## config.mk

```make
export PLATFORM = sky130hd
export DESIGN_NAME = snake_collision
export DESIGN_NICKNAME = d
export VERILOG_FILES = /design/src/rtl/snake_collision.sv
export SDC_FILE = /design/constraint.sdc
export NUM_CORES = 1
export LEC_CHECK = 0
export BUFFER_PORTS_ARGS = -buffer_cell sky130_fd_sc_hd__buf_2
export CAP_MARGIN = 30
export CORE_UTILIZATION = 40
export CTS_CLUSTER_DIAMETER = 200
export DETAILED_ROUTE_END_ITERATION = 12
export SETUP_SLACK_MARGIN = 0.4
export SLEW_MARGIN = 15
export SYNTH_ARGS = -nofsm -noshare
export SYNTH_HDL_FRONTEND = slang
export SYNTH_SLANG_ARGS = --single-unit
export TNS_END_PERCENT = 5
```

## constraint.sdc

```tcl
create_clock -name VGA_clk -period 3.9 [get_ports VGA_clk]
set_input_delay 0.78 -clock VGA_clk [delete_from_list [all_inputs] [get_ports VGA_clk]]
set_output_delay 0.78 -clock VGA_clk [all_outputs]
set_load 0.01 [all_outputs]
```

## src/rtl/snake_collision.sv

```systemverilog
// Pixel-level apple/border drawing and per-frame collision latching for the snake game,
// with the IDLE/PLAY/OVER game FSM that grows the snake and relocates the apple.
module snake_collision #(
  parameter int H_ACTIVE  = 640,
  parameter int V_ACTIVE  = 480,
  parameter int CELL      = 10,
  parameter int BORDER    = 10,
  parameter int SIZE_INIT = 4,
  parameter int SIZE_MAX  = 31
) (
  input  logic       VGA_clk,
  input  logic       reset,
  input  logic [9:0] xCount,
  input  logic [9:0] yCount,
  input  logic       snakeHead,
  input  logic       snakeBody,
  input  logic       play,
  output logic       start,
  output logic [4:0] size,
  output logic       apple,
  output logic       border,
  output logic       game_over,
  output logic [7:0] score
);

  localparam logic [9:0]  L_HA   = 10'(H_ACTIVE);
  localparam logic [9:0]  L_VA   = 10'(V_ACTIVE);
  localparam logic [9:0]  L_HB   = 10'(H_ACTIVE - BORDER);
  localparam logic [9:0]  L_VB   = 10'(V_ACTIVE - BORDER);
  localparam logic [9:0]  L_BRD  = 10'(BORDER);
  localparam logic [9:0]  L_CELL = 10'(CELL);
  localparam logic [9:0]  L_AX0  = 10'(H_ACTIVE / 2);
  localparam logic [9:0]  L_AY0  = 10'(V_ACTIVE / 2);
  localparam logic [4:0]  L_SZI  = 5'(SIZE_INIT);
  localparam logic [4:0]  L_SZM  = 5'(SIZE_MAX);
  localparam logic [15:0] L_SEED = 16'hACE1;

  typedef enum logic [1:0] {S_IDLE, S_PLAY, S_OVER} state_t;

  state_t      r_state;
  logic [9:0]  r_xd, r_yd;
  logic        r_play_s1, r_play_s2;
  logic [15:0] r_lfsr;
  logic [9:0]  r_apple_x, r_apple_y;
  logic        r_hit_apple, r_hit_self, r_hit_wall;

  logic        w_apple, w_border, w_frame_end, w_fb;
  logic [5:0]  w_col_raw, w_row_raw, w_col, w_row;
  logic [9:0]  w_new_x, w_new_y;

  assign w_apple = (r_xd > r_apple_x) && (r_xd < r_apple_x + L_CELL) &&
                   (r_yd > r_apple_y) && (r_yd < r_apple_y + L_CELL);

  assign w_border = (r_xd < L_HA) && (r_yd < L_VA) &&
                    ((r_xd < L_BRD) || (r_xd >= L_HB) || (r_yd < L_BRD) || (r_yd >= L_VB));

  assign w_frame_end = (xCount == 10'd0) && (yCount == L_VA);

  // Taps 16,14,13,11 in a right-shifting Fibonacci arrangement
  assign w_fb = r_lfsr[0] ^ r_lfsr[2] ^ r_lfsr[3] ^ r_lfsr[5];

  // Clamp the random cell so the apple never lands on the wall
  assign w_col_raw = r_lfsr[5:0];
  assign w_row_raw = r_lfsr[13:8];
  assign w_col = (w_col_raw == 6'd0)  ? 6'd1  :
                 (w_col_raw == 6'd63) ? 6'd62 : w_col_raw;
  assign w_row = (w_row_raw == 6'd0)  ? 6'd1  :
                 (w_row_raw > 6'd46)  ? w_row_raw - 6'd32 : w_row_raw;
  assign w_new_x = {4'd0, w_col} * L_CELL;
  assign w_new_y = {4'd0, w_row} * L_CELL;

  always_ff @(posedge VGA_clk or posedge reset) begin
    if (reset) begin
      r_xd      <= '0;
      r_yd      <= '0;
      apple     <= 1'b0;
      border    <= 1'b0;
      r_play_s1 <= 1'b0;
      r_play_s2 <= 1'b0;
      r_lfsr    <= L_SEED;
    end else begin
      r_xd      <= xCount;
      r_yd      <= yCount;
      apple     <= w_apple;
      border    <= w_border;
      r_play_s1 <= play;
      r_play_s2 <= r_play_s1;
      r_lfsr    <= {w_fb, r_lfsr[15:1]};
    end
  end

  always_ff @(posedge VGA_clk or posedge reset) begin
    if (reset) begin
      r_state     <= S_IDLE;
      start       <= 1'b0;
      game_over   <= 1'b0;
      size        <= L_SZI;
      score       <= '0;
      r_apple_x   <= L_AX0;
      r_apple_y   <= L_AY0;
      r_hit_apple <= 1'b0;
      r_hit_self  <= 1'b0;
      r_hit_wall  <= 1'b0;
    end else begin
      case (r_state)
        S_IDLE: begin
          start       <= 1'b0;
          game_over   <= 1'b0;
          size        <= L_SZI;
          score       <= '0;
          r_apple_x   <= L_AX0;
          r_apple_y   <= L_AY0;
          r_hit_apple <= 1'b0;
          r_hit_self  <= 1'b0;
          r_hit_wall  <= 1'b0;
          if (r_play_s2) begin
            r_state <= S_PLAY;
            start   <= 1'b1;
          end
        end
        S_PLAY: begin
          if (!r_play_s2) begin
            r_state     <= S_IDLE;
            start       <= 1'b0;
            size        <= L_SZI;
            score       <= '0;
            r_apple_x   <= L_AX0;
            r_apple_y   <= L_AY0;
            r_hit_apple <= 1'b0;
            r_hit_self  <= 1'b0;
            r_hit_wall  <= 1'b0;
          end else if (w_frame_end) begin
            r_hit_apple <= 1'b0;
            r_hit_self  <= 1'b0;
            r_hit_wall  <= 1'b0;
            // A fatal hit outranks an apple eaten in the same frame
            if (r_hit_self || r_hit_wall) begin
              r_state   <= S_OVER;
              start     <= 1'b0;
              game_over <= 1'b1;
            end else if (r_hit_apple) begin
              size      <= (size < L_SZM) ? size + 5'd1 : size;
              score     <= (score != 8'hFF) ? score + 8'd1 : score;
              r_apple_x <= w_new_x;
              r_apple_y <= w_new_y;
            end
          end else begin
            r_hit_apple <= r_hit_apple | (snakeHead & w_apple);
            r_hit_self  <= r_hit_self  | (snakeHead & snakeBody);
            r_hit_wall  <= r_hit_wall  | (snakeHead & w_border);
          end
        end
        S_OVER: begin
          if (!r_play_s2) begin
            r_state   <= S_IDLE;
            game_over <= 1'b0;
            size      <= L_SZI;
            score     <= '0;
            r_apple_x <= L_AX0;
            r_apple_y <= L_AY0;
          end
        end
        default: r_state <= S_IDLE;
      endcase
    end
  end

endmodule

```

Word level (Yosys, flattened, before mapping)
Index checks and enable logic that the tools add are counted.
{"block": "word_totals", "wordCells": 138, "register_bits": 80, "output_inout_bits": 17}
{"block": "classes", "n_addsub": 5, "mul": 2, "muxes": 55, "n_eq_ne": 16, "order_cmp": 12, "n_bitwise": 9, "reduce_logical": 22}
{"operator": "$mux 10", "count": 10}
{"operator": "$pmux 10 s3", "count": 2}
{"operator": "$mux 8", "count": 6}
{"operator": "$mux 5", "count": 6}
{"operator": "$mux 6", "count": 4}
{"operator": "$pmux 8 s3", "count": 1}
{"operator": "$add 10x4->10 const B", "count": 2}
{"operator": "$gt 10x10->1", "count": 2}
{"operator": "$lt 10x10->1", "count": 2}
{"operator": "$lt 10x4->1 const B", "count": 2}
{"operator": "$mul 6x3->9 const B", "count": 2}
{"operator": "$ne 3x3->1 const B", "count": 6}
{"operator": "$pmux 5 s3", "count": 1}
{"operator": "$mux 1", "count": 14}
{"operator": "$logic_not 6->1", "count": 2}
{"operator": "$reduce_and 6->1", "count": 2}
{"operator": "$eq 10x9->1 const B", "count": 1}
{"operator": "$ge 10x10->1 const B", "count": 1}
{"operator": "$ge 10x9->1 const B", "count": 1}
{"operator": "$logic_not 10->1", "count": 1}
{"operator": "$lt 10x10->1 const B", "count": 1}
{"operator": "$lt 10x9->1 const B", "count": 1}
{"operator": "$mux 2", "count": 5}
{"operator": "$ne 2x2->1 const B", "count": 5}
{"operator": "23 further kinds", "count": 41}

Logic depth before layout (Yosys ltp)
Gate-level depths: netlist (run 1).
{"block": "logic_depth", "ltp_word": 10, "depth_mapped": 12, "ltp_nobuf": 12}

Worst setup path after synthesis (run 1)
OpenSTA, ideal clock, no wires.
{"block": "synth_timing", "kind": "reg-to-reg", "from": "reg r_apple_y[4]", "to": "reg r_hit_apple", "setup_ns": 0.101, "arrival_time_ns": 2.725, "synth_period_minus_slack_ns": 2.826, "n_path_buf": 0, "setup_slack_ns": 1.074, "path_stages_with_launch": 12, "cell_sequence": "dfstp_2 > inv_1 > nor3_1 > o21ai_0 > or3_1 > xnor2_1 > ha_1 > a211oi_1 > o41ai_1 > a211oi_1 > or3b_1 > o32ai_1"}
{"block": "synth_via", "elab_chain_len": 8}
{"element": "from (decl)", "line_no": "44", "rtl": "logic [9:0] r_apple_x, r_apple_y;"}
{"element": "from (signal assigned)", "line_no": "145", "rtl": "r_apple_y <= w_new_y;"}
{"element": "$add 10x4->10 / $gt 10x10->1 (equally long branches)", "line_no": "52", "rtl": "(r_yd > r_apple_y) && (r_yd < r_apple_y + L_CELL);"}
{"element": "$lt 10x10->1 / $logic_and 1x1->1 (equally long branches)", "line_no": "52, 51"}
{"element": "$logic_and 1x1->1 (*)", "line_no": "52"}
{"element": "$and 1x1->1 (*)", "line_no": "148", "rtl": "r_hit_apple <= r_hit_apple | (snakeHead & w_apple);"}
{"element": "$or 1x1->1 (*)", "line_no": "148"}
{"element": "$mux 1 (*)", "line_no": "132", "rtl": "end else if (w_frame_end) begin"}
{"element": "$mux 1 (*)", "line_no": "122", "rtl": "if (!r_play_s2) begin"}
{"element": "$pmux 1 s2 (*)", "line_no": "105", "rtl": "case (r_state)"}
{"element": "to (signal assigned)", "line_no": "148"}
{"element": "to (decl)", "line_no": "45", "rtl": "logic r_hit_apple, r_hit_self, r_hit_wall;"}
Every way passes the cells marked *; elsewhere a longest branch is shown, timed or not.
A chain may end at the register's enable or synchronous reset.

Worst setup path after layout (run 1)
Ends and elaborated chain as after synthesis.

==> results.toml, run 1 <==
[yosys]
synth_fp_nets = 528
yosysTopAreaCell = "dfrtp_1"
synth_edf_count = 0
netlist-cell-type-count = 60
synth_seq_area_share = 0.426
synth_area_um2 = 4630
avgSynthCellArea_um2 = 10.4
synth-seq-cells = 78
yosysTopAreaCellShare = 0.341
yosysMostFrequentCell = "dfrtp_1"
synthTopCellsByArea = "dfrtp_1, ha_1, dfstp_2"
ys_top_cells_by_count = "dfrtp_1, ha_1, inv_1, nor2_1, o21ai_0"
async_reset_ff_frac = 1.00
synthCells = 446
synth_warnings = 0
synth_ff_type = "dfrtp_1"

[die]
design.core.area_um2 = 11100
start_util = 0.418
die_w_um = 110
dieArea_um2 = 12000
top_level_ports = 42
die_h_um = 110
rows = 38

[setup_path]
critical_path_required_ns = 4.13
endpoint_kind = "register"
critPathKind = "reg -> reg"
cp-start-kind = "register"
endpoint = "r_hit_apple"
cp_max_fo = 5
cp.arrival_ns = 3.41
r2r_slack_ns = 0.72
worstReg2RegStart = "r_apple_y[4]"
reg2reg_to = "r_hit_apple"
reg2reg_depth = 11
startpoint = "r_apple_y[4]"

[placement]
io_buffers = 41
gp_congestion = 0.858
dpl.hpwl_um = 7960
placed_area_um2 = 4960
dp_slack_ns = 0.818

[run]
maxCapViolations = 0

[cts]
cts_tree = "done"
cts.clk_slew.worst_paths_ns = 0.06
cts_root_buf = "clkbuf_16"
clock_path_buffers = 2
clock_latency_ns = 0.33
postCtsSetupBuffers = 0
htreeDepth = 3
cts_hold_buf = 0
cts_buffers = 9
clock-sinks = 78
post_cts_resize_count = 0

[outcome]
run_status = "completed"

[hold_path]
hold_path.class = "reg -> reg"

[sta]
setup_viol = 0
max_freq_mhz = 315
finalHoldViolations = 0
tightest_slew_ns = 0.843
relSlewSlack = 0.438
drv_slew = 0
fin_crit_sh = 0.814
finalClockSkew_ns = 0.00411
post-route-min-period_ns = 3.18
grt_setup_unrepaired = "false"
layout_setup_ws_ns = 0.724
final.setup.tns_ns = 0

[final_layout]
design_area_um2 = 5240
fillers = 1031
drive_gt1_frac = 0.173
regArea_um2 = 1970
final_nets = 567
antenna_cells = 0
syn_to_final_growth_pct = 13.1
multiInputGateArea_um2 = 2470

[power_and_ir_drop]
p_seq_frac = 0.475
p_int_mw = 1.35
ir_drop_mv = 0.186
total_power_mw = 1.80
p_comb_frac = 0.090
p_sw_frac = 0.252
power_leakage_nw = 2.45
clkPwrFrac = 0.436
netSwitchingPower_mw = 0.455
p_per_area_nw_per_um2 = 344

[route]
ant_nets = 0
viasPerCell = 5.60
wl_um = 10500
drt_pass1_iterations = 4
wl_per_cell_um = 16.6
drc = 0
drt_iter0_drc = 124
num_vias = 3528

[global_route]
grt_pass1_vias = 3565
grt_first_pass_wirelength_um = 17700
overflow = 0
grt_use_total = 0.193
antenna_found_initial = 0
grt_max_degree = 49
critical path, stage by stage (launching register included):
cell	delay [ns]
dfstp_2	0.52
inv_1	0.08
nor3_1	0.23
o21ai_0	0.18
or3_1	0.35
xnor2_1	0.14
ha_1	0.29
a211oi_1	0.23
o41ai_1	0.12
a211oi_1	0.21
or3b_1	0.43
o32ai_1	0.29
logic make-up after synthesis:
family / synth area share
XOR/XNOR: 0.0454
adder cells (fa/ha/maj): 0.157
AO/OA/AOI/OAI: 0.136
AND/OR/NAND/NOR: 0.171
buffers and inverters: 0.0414
flip-flops: 0.426
multiplexers: 0.0238
final cells by class:
| cell class | count | share of cell area |
|---|---|---|
| Clock inverter | 4 | 0.00598 |
| Tap cell | 140 | 0.0335 |
| Sequential cell | 78 | 0.376 |
| Inverter | 33 | 0.0239 |
| Multi-Input combinational cell | 320 | 0.471 |
| Timing Repair Buffer | 43 | 0.0421 |
| Clock buffer | 12 | 0.0471 |
stage by stage:
| step | util | std cells | hold WS (ns) |
|---|---|---|---|
| after global placement | 0.447 | 614 | 0.332 |
| after global routing | 0.473 | 630 | 0.360 |
| after detailed placement | 0.447 | 614 | 0.344 |
| after CTS | 0.473 | 630 | 0.359 |
| final | 0.473 | 630 | 0.355 |
| after floorplan | - | 446 | 0.331 |
cells in the final DEF, fill, tap and decap left out, types with 3 or more instances in the layout:
master,instances
a21o_1,6
a21oi_1,18
xnor2_1,18
a31oi_1,8
o21a_1,4
and2_1,3
mux2i_1,11
o211ai_1,4
dfstp_2,15
nand3_1,10
nor2_1,27
o31ai_1,5
buf_2,41
o21ai_0,24
dfrtp_1,63
nand4_1,20
inv_1,32
clkinvlp_4,3
a211oi_1,6
nand2b_1,3
nor3b_1,5
nor4_1,5
xor2_1,6
nor4_2,4
nor2b_1,6
and4_1,4
ha_1,55
nand2_1,18
clkbuf_16,9
and3_1,3
nor3_1,10
power groups by stage:
stage	logic (mW)	registers (mW)	clock network [mW]
6_report	0.161	0.856	0.786
3_3_place_gp	0.156	0.869	0
2_1_floorplan	0.109	0.863	0
4_1_cts	0.163	0.855	0.805
3_5_place_dp	0.162	0.870	0
5_1_grt	0.185	0.858	0.841
layer usage:
| metal | GRT usage | wire length, um | up-vias |
|---|---|---|---|
| li1 | - | - | 1713 |
| met1 | 0.257 | 5020 | 1724 |
| met2 | 0.323 | 5020 | 74 |
| met3 | 0.0344 | 278 | 17 |
| met4 | 0.0552 | 156 | 0 |
| met5 | 0 | 0 | - |
state kept, by name (all words and copies together) (netlist names):
register / cells
r_play_s1: 1
r_state: 2
r_hit_self: 1
score: 8
border: 1
r_hit_wall: 1
r_apple_x: 9
r_yd: 10
game_over: 1
r_play_s2: 1
r_xd: 10
r_hit_apple: 1
start: 1
size: 5
r_apple_y: 9
r_lfsr: 16
apple: 1
how the worst min path moves through the flow:
stage,to,depth (start not counted),start,slack [ns]
2_1_floorplan,r_play_s2,0,r_play_s1,0.33
3_3_place_gp,r_play_s2,0,r_play_s1,0.33
3_5_place_dp,r_lfsr[13],0,r_lfsr[14],0.34
4_1_cts,r_play_s2,0,r_play_s1,0.36
5_1_grt,r_lfsr[5],0,r_lfsr[6],0.36
6_report,r_play_s2,0,r_play_s1,0.36
(Power assumes the default switching activity.)
==> run 2: changes to the inputs <==
==> constraint.sdc (replaced) <==
create_clock -name VGA_clk -period 2.5 [get_ports VGA_clk]
set_input_delay 0.5 -clock VGA_clk [delete_from_list [all_inputs] [get_ports VGA_clk]]
set_output_delay 0.5 -clock VGA_clk [all_outputs]
set_load 0.01 [all_outputs]
==> results.toml, run 2 (synthesis gave the netlist of run 1 again) <==
[route]
drt_iter0_drc = 204
ant_nets = 0
viasPerCell = 5.50
drt_pass1_iterations = 4
wl_per_cell_um = 16.5
wl_um = 11000
num_vias = 3646
drc = 0

[final_layout]
largest_register = "r_lfsr"
layout_common_cells = "dfrtp_1, ha_1, buf_2"
reg_top3 = "r_lfsr: 16 flops, r_xd: 10 flops, r_yd: 10 flops"
largest_reg_flops = 16
syn_to_final_growth_pct = 22.9
final_common_cell = "dfrtp_1"
drive_gt1_frac = 0.285
final_nets = 600
antenna_cells = 0

[placement]
dp_slack_ns = -0.435
dpl.hpwl_um = 7980
io_buffers = 41
gp_congestion = 0.883

[cts]
htreeDepth = 3
clock_path_buffers = 2
cts_hold_buf = 0
cts.clk_slew.worst_paths_ns = 0.06
cts_root_buf = "clkbuf_16"
clock-sinks = 78
cts_buffers = 9
clock_latency_ns = 0.34
cts_tree = "done"

[power_and_ir_drop]
netSwitchingPower_mw = 0.734
p_seq_frac = 0.460
ir_drop_mv = 0.360
p_comb_frac = 0.101
clkPwrFrac = 0.439
p_sw_frac = 0.253
power_leakage_nw = 2.65
total_power_mw = 2.90
p_per_area_nw_per_um2 = 509
p_int_mw = 2.16

[global_route]
grt_first_pass_wirelength_um = 17900
grt_use_total = 0.197
overflow = 0
antenna_found_initial = 0
grt_busiest_layer = "met2"
met1_usage = 0.241
grt_max_degree = 79
grt_util_met3 = 0.0415
grt_pass1_vias = 3801
met2_usage = 0.343

[die]
design.core.area_um2 = 11100
dieArea_um2 = 12000
start_util = 0.418
rows = 38
die_h_um = 110
die_w_um = 110
top_level_ports = 42

[setup_path]
critPathKind = "reg -> reg"
reg2reg_to = "r_hit_apple"
r2r_slack_ns = -0.39
cp_max_fo = 2
crit_buf_inv = 1
cp-start-kind = "register"
cp.arrival_ns = 3.14
worst_path_largest_cell_delay_ns = 0.52
reg2reg_depth = 11
worstReg2RegStart = "r_apple_y[5]"
crit_chain = "inv_2 -> nor3_4 -> o21ai_2 -> or3_4 -> xnor2_2 -> ha_1 -> a211oi_2 -> o41ai_2 -> a211oi_1 -> or3b_4 -> o32ai_2"
critical-path-top-delay-family = "simple AND/OR/NAND/NOR gates"
startpoint = "r_apple_y[5]"
cp_slowest_cell = "dfstp_2"
critical_path_required_ns = 2.75
endpoint_kind = "register"

[sta]
relSlewSlack = 0.595
setup_viol = 2
max_freq_mhz = 346
fin_crit_sh = 1.16
post-route-min-period_ns = 2.89
layout_setup_ws_ns = -0.394
grt_setup_unrepaired = "true"
finalHoldViolations = 0
tightest_slew_ns = 0.604
drv_slew = 0
finalClockSkew_ns = 0.00854

[hold_path]
hold_path.class = "in -> async"

[outcome]
violations = "setup timing"
run_status = "finished, violations left"

[run]
maxCapViolations = 0
run 2: cell count changes in the layout (fill, tap and decap cells not counted), moves of 4 or more:
cell / previous run / this run
buf_4: 2 / 32
ha_1: 55 / 49
a21oi_1: 18 / 14
ha_4: 0 / 4
inv_1: 32 / 28
inv_2: 0 / 4
run 2: metrics by stage:
stage | instance area (um^2) | hold slack, ns | setup TNS, ns | instances | util
after floorplan | 4640 | 0.331 | -0.205 | 446 | -
after global placement | 5220 | 0.333 | -0.502 | 646 | 0.471
after detailed placement | 5220 | 0.338 | -0.677 | 646 | 0.471
after CTS | 5630 | 0.254 | -0.728 | 662 | 0.508
after global routing | 5690 | 0.257 | -0.865 | 663 | 0.513
final | 5690 | 0.268 | -0.662 | 663 | 0.513
run 2: repair_timing:
action,4_1_cts,5_1_grt
buffers inserted,0,1
pin swaps,23,29
endpoints found under the hold margin,0,0
resized for setup,22,12
setup endpoints to repair,9,17
run 2: worst max path at each step:
stage | depth (start not counted) | to
finish | 11 | r_hit_apple
global route | 11 | r_hit_apple
CTS | 11 | r_hit_apple
detailed placement | 11 | r_hit_apple
global placement | 11 | r_hit_apple
floorplan | 11 | r_hit_apple
run 2: power groups by stage:
stage | registers (mW) | logic, mW | clock network [mW]
after floorplan | 1.35 | 0.173 | 0
after CTS | 1.33 | 0.289 | 1.31
after global routing | 1.34 | 0.325 | 1.36
after global placement | 1.35 | 0.271 | 0
after detailed placement | 1.35 | 0.282 | 0
final | 1.33 | 0.291 | 1.27
run 2: worst min-delay path, stage by stage:
cell and delay, ns:
buf_2 0.11, clkinvlp_4 0.07, buf_12 0.35
run 2: area by class of cell:
cell class,instances,area (um^2)
repair buffers,76,488
inverters,33,128
clock buffers,11,253
well taps,140,175
fillers,988,5390
flip-flops and latches,78,1970
multi-input cells,320,2630
clock inverters,5,40.0
run 2: per-layer routing:
metal / up-vias / share of wire
li1: 1778 / -
met1: 1787 / 0.44
met2: 72 / 0.51
met3: 9 / 0.039
met4: 0 / 0.012
met5: - / 0
